[config.mk]
export PLATFORM = sky130hd
export DESIGN_NAME = mmio_io_ctrl
export DESIGN_NICKNAME = d
export VERILOG_FILES = /design/src/rtl/mmio_pkg.sv /design/src/rtl/mmio_io_ctrl_sync_fifo.sv /design/src/rtl/mmio_io_ctrl.sv
export SDC_FILE = /design/constraint.sdc
export NUM_CORES = 1
export LEC_CHECK = 0
export CAP_MARGIN = 5
export CORE_MARGIN = 5
export CORE_UTILIZATION = 60
export CTS_BUF_LIST = sky130_fd_sc_hd__clkbuf_16
export CTS_CLUSTER_SIZE = 30
export DETAILED_ROUTE_END_ITERATION = 12
export GPL_ROUTABILITY_DRIVEN = 1
export PLACE_DENSITY_LB_ADDON = 0.25
export REMOVE_ABC_BUFFERS = 1
export SYNTH_ARGS = -nofsm -noshare
export SYNTH_HDL_FRONTEND = slang
export SYNTH_SLANG_ARGS = --single-unit
[constraint.sdc]
create_clock -name clk -period 7.8 [get_ports clk]
set_input_delay 2.34 -clock clk [delete_from_list [all_inputs] [get_ports clk]]
set_output_delay 2.34 -clock clk [all_outputs]
set_load 0.1 [all_outputs]
[src/rtl/mmio_pkg.sv]
// mmio_pkg: register offsets within the 256-byte I/O window of the
// RISC-V core, shared by the I/O controller and anything else that
// decodes it, plus a small helper for packing FIFO occupancy into
// the status word.
package mmio_pkg;

    localparam logic [7:0] MMIO_UART_CTRL = 8'h00;  // R: {rx_nonempty, tx_notfull}
    localparam logic [7:0] MMIO_UART_RX   = 8'h04;  // R: pop RX head
    localparam logic [7:0] MMIO_UART_TX   = 8'h08;  // W: push TX byte
    localparam logic [7:0] MMIO_CYC       = 8'h10;  // R: cycle counter
    localparam logic [7:0] MMIO_INST      = 8'h14;  // R: retired-instruction counter
    localparam logic [7:0] MMIO_CTR_RST   = 8'h18;  // W: zero all counters
    localparam logic [7:0] MMIO_STATUS    = 8'h1C;  // R: counts/flags, W: clear flags
    localparam logic [7:0] MMIO_BR        = 8'h20;  // R: branch counter (optional)
    localparam logic [7:0] MMIO_BR_TAKEN  = 8'h24;  // R: taken-branch counter (optional)

    // Low byte of a FIFO occupancy count, whatever width the FIFO uses.
    function automatic logic [7:0] cnt_byte(input logic [31:0] c);
        return c[7:0];
    endfunction

endpackage

[src/rtl/mmio_io_ctrl_sync_fifo.sv]
// sync_fifo: single-clock FIFO with registered pointers and occupancy.
//   clk, rst        clock, synchronous active-high reset (empties FIFO)
//   push, push_data write request; ignored while full
//   pop, head       read request (ignored while empty); head is current front
//   full, empty     status from registered occupancy only
//   count           current occupancy, 0..DEPTH
// DEPTH must be a power of two (pointers wrap naturally), >= 2.
module sync_fifo #(
    parameter int WIDTH = 8,
    parameter int DEPTH = 8
) (
    input  logic                     clk,
    input  logic                     rst,
    input  logic                     push,
    input  logic [WIDTH-1:0]         push_data,
    input  logic                     pop,
    output logic [WIDTH-1:0]         head,
    output logic                     full,
    output logic                     empty,
    output logic [$clog2(DEPTH):0]   count
);

    localparam int AW = $clog2(DEPTH);

    logic [WIDTH-1:0] mem [DEPTH];
    logic [AW-1:0]    wr_ptr;
    logic [AW-1:0]    rd_ptr;
    logic [AW:0]      cnt;
    logic             do_push;
    logic             do_pop;

    // Full is judged on the pre-pop occupancy, so a push into a full FIFO
    // is dropped even when a pop frees a slot on the same edge.
    assign full    = (cnt == (AW+1)'(DEPTH));
    assign empty   = (cnt == '0);
    assign do_push = push && !full;
    assign do_pop  = pop && !empty;
    assign head    = mem[rd_ptr];
    assign count   = cnt;

    always_ff @(posedge clk) begin
        if (rst) begin
            wr_ptr <= '0;
            rd_ptr <= '0;
            cnt    <= '0;
        end else begin
            if (do_push) wr_ptr <= wr_ptr + AW'(1);
            if (do_pop)  rd_ptr <= rd_ptr + AW'(1);
            case ({do_push, do_pop})
                2'b10:   cnt <= cnt + (AW+1)'(1);
                2'b01:   cnt <= cnt - (AW+1)'(1);
                default: cnt <= cnt;
            endcase
        end
    end

    // Storage is data only; reset just invalidates it through the pointers.
    always_ff @(posedge clk) begin
        if (do_push) mem[wr_ptr] <= push_data;
    end

endmodule

[src/rtl/mmio_io_ctrl.sv]
// mmio_io_ctrl: memory-mapped I/O block of the 3-stage RISC-V core.
// Decodes loads/stores in the 256-byte window at BASE_ADDR, buffers UART
// RX/TX bytes in two sync_fifo instances and keeps cycle and retired-
// instruction counters. Read data is registered (1-cycle, like DMEM).
//   clk, rst                   clock, synchronous active-high reset
//   req_addr/wdata/we/re       CPU request from the execute stage
//   rdata                      read data, valid the cycle after req_re
//   inst_retire                one instruction retired this cycle
//   br_retire, br_taken        branch retire info (MMIO_BRANCH_CTR_EN only)
//   rx_data/rx_valid/rx_ready  byte stream from the UART receiver
//   tx_data/tx_valid/tx_ready  byte stream to the UART transmitter
// Build option: define MMIO_BRANCH_CTR_EN to add branch and taken-branch
// counters at offsets 0x20/0x24.
module mmio_io_ctrl
    import mmio_pkg::*;
#(
    parameter logic [31:0] BASE_ADDR = 32'h8000_0000,
    parameter int          RX_DEPTH  = 8,
    parameter int          TX_DEPTH  = 8
) (
    input  logic        clk,
    input  logic        rst,
    input  logic [31:0] req_addr,
    input  logic [31:0] req_wdata,
    input  logic [3:0]  req_we,
    input  logic        req_re,
    output logic [31:0] rdata,
    input  logic        inst_retire,
    input  logic        br_retire,
    input  logic        br_taken,
    input  logic [7:0]  rx_data,
    input  logic        rx_valid,
    output logic        rx_ready,
    output logic [7:0]  tx_data,
    output logic        tx_valid,
    input  logic        tx_ready
);

    localparam int RX_CW = $clog2(RX_DEPTH) + 1;
    localparam int TX_CW = $clog2(TX_DEPTH) + 1;

    logic [7:0]       off;
    logic             hit, wr_en, rd_en;
    logic             tx_push, rx_pop, ctr_clr, flag_clr;
    logic             rx_full, rx_empty, tx_full, tx_empty;
    logic [7:0]       rx_head;
    logic [RX_CW-1:0] rx_count;
    logic [TX_CW-1:0] tx_count;
    logic             rx_ovf, tx_ovf;
    logic [31:0]      cyc_cnt, inst_cnt;
    logic [31:0]      rd_val;

    assign off      = req_addr[7:0];
    assign hit      = (req_addr[31:8] == BASE_ADDR[31:8]);
    assign wr_en    = hit && (|req_we);
    assign rd_en    = hit && req_re;
    assign tx_push  = wr_en && (off == MMIO_UART_TX);
    assign rx_pop   = rd_en && (off == MMIO_UART_RX);
    assign ctr_clr  = wr_en && (off == MMIO_CTR_RST);
    assign flag_clr = wr_en && (off == MMIO_STATUS);

    // Handshake outputs come straight from registered FIFO occupancy.
    assign rx_ready = !rx_full;
    assign tx_valid = !tx_empty;

    sync_fifo #(.WIDTH(8), .DEPTH(RX_DEPTH)) u_rx_fifo (
        .clk       (clk),
        .rst       (rst),
        .push      (rx_valid),
        .push_data (rx_data),
        .pop       (rx_pop),
        .head      (rx_head),
        .full      (rx_full),
        .empty     (rx_empty),
        .count     (rx_count)
    );

    sync_fifo #(.WIDTH(8), .DEPTH(TX_DEPTH)) u_tx_fifo (
        .clk       (clk),
        .rst       (rst),
        .push      (tx_push),
        .push_data (req_wdata[7:0]),
        .pop       (tx_ready),
        .head      (tx_data),
        .full      (tx_full),
        .empty     (tx_empty),
        .count     (tx_count)
    );

    // A new overflow in the same cycle as a clear write is kept, so an
    // overflow event is never silently lost.
    always_ff @(posedge clk) begin
        if (rst) begin
            tx_ovf <= 1'b0;
            rx_ovf <= 1'b0;
        end else begin
            if (flag_clr) begin
                tx_ovf <= 1'b0;
                rx_ovf <= 1'b0;
            end
            if (tx_push && tx_full) tx_ovf <= 1'b1;
            if (rx_valid && rx_full) rx_ovf <= 1'b1;
        end
    end

    // Clear has priority over increment.
    always_ff @(posedge clk) begin
        if (rst || ctr_clr) begin
            cyc_cnt  <= '0;
            inst_cnt <= '0;
        end else begin
            cyc_cnt <= cyc_cnt + 32'd1;
            if (inst_retire) inst_cnt <= inst_cnt + 32'd1;
        end
    end

`ifdef MMIO_BRANCH_CTR_EN
    logic [31:0] br_cnt, br_taken_cnt;

    always_ff @(posedge clk) begin
        if (rst || ctr_clr) begin
            br_cnt       <= '0;
            br_taken_cnt <= '0;
        end else if (br_retire) begin
            br_cnt <= br_cnt + 32'd1;
            if (br_taken) br_taken_cnt <= br_taken_cnt + 32'd1;
        end
    end
`else
    logic unused_br;
    assign unused_br = &{1'b0, br_retire, br_taken};
`endif

    logic unused_wdata;
    assign unused_wdata = &{1'b0, req_wdata[31:8]};

    always_comb begin
        rd_val = '0;
        if (rd_en) begin
            case (off)
                MMIO_UART_CTRL: rd_val = {30'b0, !rx_empty, !tx_full};
                MMIO_UART_RX:   rd_val = rx_empty ? 32'd0 : {24'b0, rx_head};
                MMIO_CYC:       rd_val = cyc_cnt;
                MMIO_INST:      rd_val = inst_cnt;
                MMIO_STATUS:    rd_val = {8'b0, cnt_byte(32'(tx_count)),
                                          cnt_byte(32'(rx_count)), 6'b0, rx_ovf, tx_ovf};
`ifdef MMIO_BRANCH_CTR_EN
                MMIO_BR:        rd_val = br_cnt;
                MMIO_BR_TAKEN:  rd_val = br_taken_cnt;
`endif
                default:        rd_val = '0;
            endcase
        end
    end

    // Captured on the same edge as the RX pop, so a 0x04 read returns the
    // pre-pop head.
    always_ff @(posedge clk) begin
        if (rst) rdata <= '0;
        else     rdata <= rd_val;
    end

endmodule

==> results.md, run 1 <==
- Run status: complete, no violations
- TritonCTS buffer count: 25
- Number of routed nets with antenna violations: 0
- Share of the cycle needed by the critical path after routing: 0.741
- Critical path type: reg -> out
- Main flop type after synthesis: edfxtp_1
- Vertical die dimension: 141 um
- Number of buffers inserted for hold repair after clock tree synthesis: 0
- Largest buffer count on any clock path: 3
- Accumulated negative setup slack: 0 ns
- Number of synthesized flops with an enable pin: 128
- Cell chain of the critical path: mux4_2 -> mux2_2 -> clkdlybuf4s50_1
- Largest area contributor in the synthesized netlist: edfxtp_1
- Commonest non-fill, non-tap cells in the layout: edfxtp_1 (128), dfxtp_1 (124), nor2_1 (118)
- Max Slew Vio Count: 0
- Power per cell area: 211 mW/mm^2
- Hold violation total from the final report: 0
- Clock network fraction of total power: 0.422
- Antenna violations before repair: 0
- Transition time at the pin with the least slew margin: 1.08 ns
- Final core utilization: 0.721
- Worst Setup Start Kind: flop
- H-Tree Depth: 1
- Initial DRC count: 621
- Worst endpoint data arrival time: 3.44 ns
- Min-delay worst type: reg -> reg
- TritonCTS clock tree: built
- Clock-pin slew on the worst setup and hold paths: 0.06 ns
- Leakage: 0.00406 uW
- Root buffer cell: clkbuf_16
- Switching Power: 533 uW
- Effective utilization at floorplan: 0.604
- Crit path max-delay cell type: dfxtp_1
- Met3 capacity usage during global routing: 0.0397
- Finish-stage setup viols: 0
- Weighted congestion at the end of routability-driven global placement: 0.850
- Ant. Diodes: 0
- Insertion delay of the later-clocked pin in the worst-skew pair: 0.52 ns
- Sequential power share: 0.544
- Horizontal die dimension: 141 um
- Largest stage delay on the critical path: 1.03 ns
- FF-to-FF path depth: 10
- Post-CTS setup repair buffer count: 0
- Area share of the largest cell type after synthesis: 0.373
- Net total in the final layout: 1,010
- Switching share of total power: 0.205
- Global-route wire length before repair: 36.0 mm
- Area of the mapped netlist: 0.0103 sq mm
- Total buffers and inverters traversed by the critical path: 1
- F_max: 173 MHz
- Worst Hold Depth: 1
- Final global-route overflow total: 0
- IO Pins: 126
- Sequential element share of the synthesized area: 0.614
- Count of input and output buffers: 99
- Register bit total from synthesis: 252
- Global routing usage summed across all routing layers: 0.226
- Data required time at the worst endpoint: 5.46 ns
- Internal power of the cells: 2060 uW
- Worst path depth: 3
- Slew HR: 0.280
- Filler-free cell count of the finished design: 1,157
- Number of synthesis warnings: 0
- # Max-Cap Violations: 0
- Mean cell area of the mapped netlist: 12.7 sq um
- Met2 demand-to-capacity share in global routing: 0.397
- Via count: 6,867
- Largest net degree at the start of global routing: 65
- Met1 capacity usage during global routing: 0.290
- Layout-stage area growth over the synthesis result: 19.3%
- Top cell family by delay on the critical path: flip-flops
- Peak ir drop on the vdd network: 188 uV
- Number of distinct library cell variants in the gate-level netlist after synthesis: 45
- Placed Instances: 1,112
- Post-CTS Resized: 0
- Number of global-route vias before repair: 6,962
- Min Tclk post-route: 5.78 ns
- Ratio of cells with drive above 1 in the final layout: 0.119
- Worst flop-to-flop path startpoint: u_rx_fifo.count[0]$_SDFFE_PP0P_
- Minimum setup slack in the final design: 2.02 ns
- Via/cell ratio: 5.94
- Placeable core region: 0.0171 sq mm
- Comb power frac: 0.033
- Half-perimeter wire length after detailed placement: 15.3 mm
- Wire length per cell after detailed routing: 19.5 um
- Setup Slack @ Placement: 2.04 ns
- Kind of end point of the critical path: output port
- Worst clock skew on the final layout: 0.00874 ns
- Top post-synthesis cells by area: edfxtp_1 (37%), dfxtp_1 (24%), mux4_2 (7.0%)
- Most used routing layer: met2
- Drt first pass iters: 8
- Fraction of synthesis flops using an asynchronous set or reset pin: 0
- Die footprint: 0.0199 sq mm
- Remaining design rule violation count: 0
- Min-Delay Startpoint: rx_ovf$_SDFFE_PP0P_
- Post-Synthesis Cells: 811
- Unrepaired setup endpoints after global routing: no
- Highest fanout seen on the critical path: 16
- Aggregate routed wire length: 22.6 mm
- Count of standard-cell rows: 48
- Most common cell after layout, fill and taps aside: edfxtp_1
- Total number of clock tree sinks: 252
[state kept, by name, indices dropped and copies added (netlist names), named ones only]
signal and count:
u_rx_fifo.mem 64, tx_ovf 1, u_rx_fifo.count 4, inst_cnt 32, cyc_cnt 32, u_rx_fifo.rd_ptr 3, u_rx_fifo.wr_ptr 3, rdata 32
u_tx_fifo.wr_ptr 3, rx_ovf 1, u_tx_fifo.mem 64, u_tx_fifo.rd_ptr 3, u_tx_fifo.count 4
[area by class of cell]
type | count | area (sq um)
fillers | 1161 | 4760
repair buffers | 116 | 1120
clock inverters | 20 | 123
clock buffers | 25 | 626
inverters | 10 | 37.5
well taps | 225 | 282
multi-input cells | 509 | 3780
flip-flops and latches | 252 | 6330
[cell usage after synthesis, types with 2 or more instances]
cell type	instances
nand4_1	24
nor4_1	10
or3_1	5
nor2b_1	2
nand4_2	2
nor4b_2	2
dfxtp_1	124
a21o_1	3
a222oi_1	11
clkbuf_1	25
or4_1	6
ha_1	12
nor4_2	6
nand3_1	22
xnor2_1	31
xor2_1	39
nor3b_1	5
o21ai_0	8
buf_2	11
nand2_1	37
mux2i_1	6
and3_1	12
edfxtp_1	128
a21oi_1	21
nand2_2	2
a22oi_1	21
mux2_2	13
o211ai_1	5
a211o_1	2
nor4b_1	2
buf_1	3
and4_1	7
nand2b_1	10
mux4_2	32
and2_1	7
nor3_1	20
nor2_1	118
inv_1	10
[metrics by stage]
| step | instance area (sq um) | hold slack [ns] | total power [uW] |
|---|---|---|---|
| 3_5_place_dp | 11500 | 0.450 | 1530 |
| 5_1_grt | 12300 | 0.489 | 2680 |
| 4_1_cts | 12300 | 0.472 | 2610 |
| 6_report | 12300 | 0.473 | 2600 |
| 3_3_place_gp | 11500 | 0.438 | 1520 |
| 2_1_floorplan | 10100 | 0.422 | 1470 |
[worst paths after layout]
path	endpoint	slack (ns)
min	rx_ovf$_SDFFE_PP0P_	0.47
min reg2reg	rx_ovf$_SDFFE_PP0P_	0.47
max	tx_data[0]	2.02
max reg2reg	u_rx_fifo.count[2]$_SDFFE_PP0P_	4.56
[routing by layer]
layer	vias up	share of wire	wire [um]
met5	-	0	0
met4	0	0.023	522
met3	48	0.058	1320
met2	237	0.51	11500
met1	3370	0.41	9220
li1	3212	-	-
[power by group through the flow]
stage | sequential [uW] | combinational, uW | clock, uW
6_report | 1410 | 86.1 | 1100
5_1_grt | 1410 | 92.3 | 1170
3_5_place_dp | 1440 | 85.1 | 0
3_3_place_gp | 1440 | 80.3 | 0
2_1_floorplan | 1440 | 30.1 | 0
4_1_cts | 1410 | 85.8 | 1120
[worst register-to-register path: stages, from the launching register on]
cell and delay, ns:
dfxtp_1 0.38, or4_1 0.63, and3_1 0.40, and3_1 0.32, ha_1 0.28, xor2_1 0.17
ha_1 0.19, a21oi_1 0.18, xor2_1 0.12, or3_1 0.32, a21oi_1 0.18
[logic make-up (layout without fill, tap and decap cells)]
group | after synthesis | in the layout | share of synthesized area
AND/OR/NAND/NOR | 303 | 303 | 0.154
flip-flops | 252 | 252 | 0.614
AO/OA/AOI/OAI | 73 | 73 | 0.0490
XOR/XNOR | 70 | 70 | 0.0595
multiplexers | 51 | 51 | 0.0899
buffers and inverters | 50 | 171 | 0.0199
adder cells (fa/ha/maj) | 12 | 12 | 0.0146
(Power assumes the default switching activity.)
==> inputs of run 2 (changes only) <==
--- a/config.mk
+++ b/config.mk
@@ -7,7 +7,7 @@
 export LEC_CHECK = 0
 export CAP_MARGIN = 5
 export CORE_MARGIN = 5
-export CORE_UTILIZATION = 60
+export CORE_UTILIZATION = 50
 export CTS_BUF_LIST = sky130_fd_sc_hd__clkbuf_16
 export CTS_CLUSTER_SIZE = 30
 export DETAILED_ROUTE_END_ITERATION = 12
==> constraint.sdc (replaced) <==
create_clock -name clk -period 5.09 [get_ports clk]
set_input_delay 1.527 -clock clk [delete_from_list [all_inputs] [get_ports clk]]
set_output_delay 1.527 -clock clk [all_outputs]
set_load 0.1 [all_outputs]
==> run 2 against run 1 <==
  * Combinational power is 52% higher
  * Sequential share of layout area down 0.97 points
  * Power increased by 63%
  * Via count fell by 2.3%
  * Core utilization fell by 10 points
  * Critical path type unchanged
  * Critical endpoint is now rx_ready
  * Highest routed layer unchanged
==> results.md, run 2 (same netlist as run 1, synthesis figures left out) <==
- Power per cell area: 338 mW/mm^2
- Finish-stage setup viols: 0
- Switching Power: 812 uW
- Initial DRC count: 516
- Hold violation total from the final report: 0
- Post-CTS setup repair buffer count: 0
- Layout-stage area growth over the synthesis result: 21.6%
- Remaining design rule violation count: 0
- Number of global-route vias before repair: 6,599
- Antenna violations before repair: 0
- Critical path type: reg -> out
- Final std cell area, no fill: 0.0125 sq mm
- Unrepaired setup endpoints after global routing: no
- Number of routed nets with antenna violations: 0
- Max Slew Vio Count: 0
- Placed standard-cell area: 0.0116 sq mm
- Kind of end point of the critical path: output port
- Slew HR: 0.313
- Internal power of the cells: 3420 uW
- Root buffer cell: clkbuf_16
- Count of input and output buffers: 99
- Ant. Diodes: 0
- Most common cell after layout, fill and taps aside: edfxtp_1
- Die footprint: 0.0236 sq mm
- Switching share of total power: 0.192
- Post-CTS Resized: 0
- Largest regs: u_rx_fifo.mem (64), u_tx_fifo.mem (64)
- Filler-free cell count of the finished design: 1,210
- Worst clock skew on the final layout: 0.0137 ns
- Run status: complete, no violations
- Drt first pass iters: 6
- Ratio of cells with drive above 1 in the final layout: 0.135
- Via/cell ratio: 5.54
- Placeable core region: 0.0203 sq mm
- Worst Setup Start Kind: flop
- H-Tree Depth: 1
- Global routing usage summed across all routing layers: 0.185
- Count of standard-cell rows: 52
- Min Tclk post-route: 4.03 ns
- Largest buffer count on any clock path: 3
- Peak ir drop on the vdd network: 268 uV
- Transition time at the pin with the least slew margin: 1.03 ns
- Global-route wire length before repair: 35.5 mm
- Net total in the final layout: 1,017
- Aggregate routed wire length: 22.0 mm
- Comb power frac: 0.031
- Final global-route overflow total: 0
- # Max-Cap Violations: 0
- TritonCTS clock tree: built
- Leakage: 0.00418 uW
- Sequential power share: 0.512
- Effective utilization at floorplan: 0.508
- Total number of clock tree sinks: 252
- Placed Instances: 1,163
- Half-perimeter wire length after detailed placement: 14.7 mm
- Data required time at the worst endpoint: 3.56 ns
- Largest net degree at the start of global routing: 50
- Accumulated negative setup slack: 0 ns
- Via count: 6,709
- Vertical die dimension: 154 um
- Insertion delay of the later-clocked pin in the worst-skew pair: 0.52 ns
- Wire length per cell after detailed routing: 18.2 um
- Weighted congestion at the end of routability-driven global placement: 0.771
- TritonCTS buffer count: 26
- IO Pins: 126
- Number of buffers inserted for hold repair after clock tree synthesis: 0
- Commonest non-fill, non-tap cells in the layout: edfxtp_1 (128), dfxtp_1 (124), nor2_1 (118)
- Horizontal die dimension: 154 um
- Worst endpoint data arrival time: 2.51 ns
- Clock network fraction of total power: 0.457
- Share of the cycle needed by the critical path after routing: 0.793
- Clock-pin slew on the worst setup and hold paths: 0.06 ns
- Highest fanout seen on the critical path: 8
- Min-delay worst type: reg -> reg
- F_max: 248 MHz
==> run 2: cell count changes in the layout (fill, tap and decap cells not counted), moves of 2 or more <==
| cell | delta |
|---|---|
| buf_4 | +13 |
| clkdlybuf4s50_1 | -8 |
| bufinv_16 | +4 |
| clkinv_2 | -3 |
| inv_1 | +3 |
| clkbuf_16 | +2 |
==> run 2: power by group through the flow <==
stage | Sequential (uW) | Clock, uW | Combinational (uW)
finish | 2170 | 1940 | 131
global route | 2170 | 2060 | 143
CTS | 2160 | 1970 | 132
detailed placement | 2210 | 0 | 131
global placement | 2210 | 0 | 128
floorplan | 2200 | 0 | 46.2
==> run 2: critical path, cell delays in order, from the launching register on <==
cell and delay, ns:
dfxtp_1 0.46, nor3_1 0.10, nand2_1 0.23, clkdlybuf4s50_1 1.20
==> run 2: final cells by class <==
cell class / count / area, sq um
repair buffers: 122 / 1160
flip-flops and latches: 252 / 6330
clock buffers: 27 / 676
multi-input cells: 509 / 3790
fillers: 1627 / 7770
inverters: 10 / 37.5
clock inverters: 20 / 208
well taps: 270 / 338
==> run 2: path summary, 6_finish.rpt <==
check                           depth (start not counted)  slack [ns]                              end                       startpoint
worst min register to register                          1        0.46              rx_ovf$_SDFFE_PP0P_              rx_ovf$_SDFFE_PP0P_
worst max-delay path                                    3        1.06                         rx_ready  u_rx_fifo.count[1]$_SDFFE_PP0P_
worst min-delay path                                    1        0.46              rx_ovf$_SDFFE_PP0P_              rx_ovf$_SDFFE_PP0P_
worst max register to register                         10        2.23  u_rx_fifo.count[2]$_SDFFE_PP0P_  u_rx_fifo.count[0]$_SDFFE_PP0P_
==> run 2: routing by layer <==
metal / vias to the layer above / wire length [um] / share of wire / global-route usage
met4: 0 / 421 / 0.019 / 0.0408
li1: 3226 / - / - / -
met3: 31 / 1020 / 0.046 / 0.0320
met5: - / 0 / 0 / 0
met1: 3296 / 9810 / 0.45 / 0.257
met2: 156 / 10800 / 0.49 / 0.308
==> run 2: stage by stage <==
| step | total power, uW | setup slack [ns] | utilization | hold slack (ns) |
|---|---|---|---|---|
| floorplan | 2250 | 0.567 | - | 0.422 |
| global placement | 2340 | 0.582 | 0.574 | 0.438 |
| detailed placement | 2340 | 0.560 | 0.574 | 0.440 |
| CTS | 4270 | 1.03 | 0.617 | 0.454 |
| global route | 4370 | 0.880 | 0.617 | 0.476 |
| finish | 4230 | 1.06 | 0.617 | 0.457 |
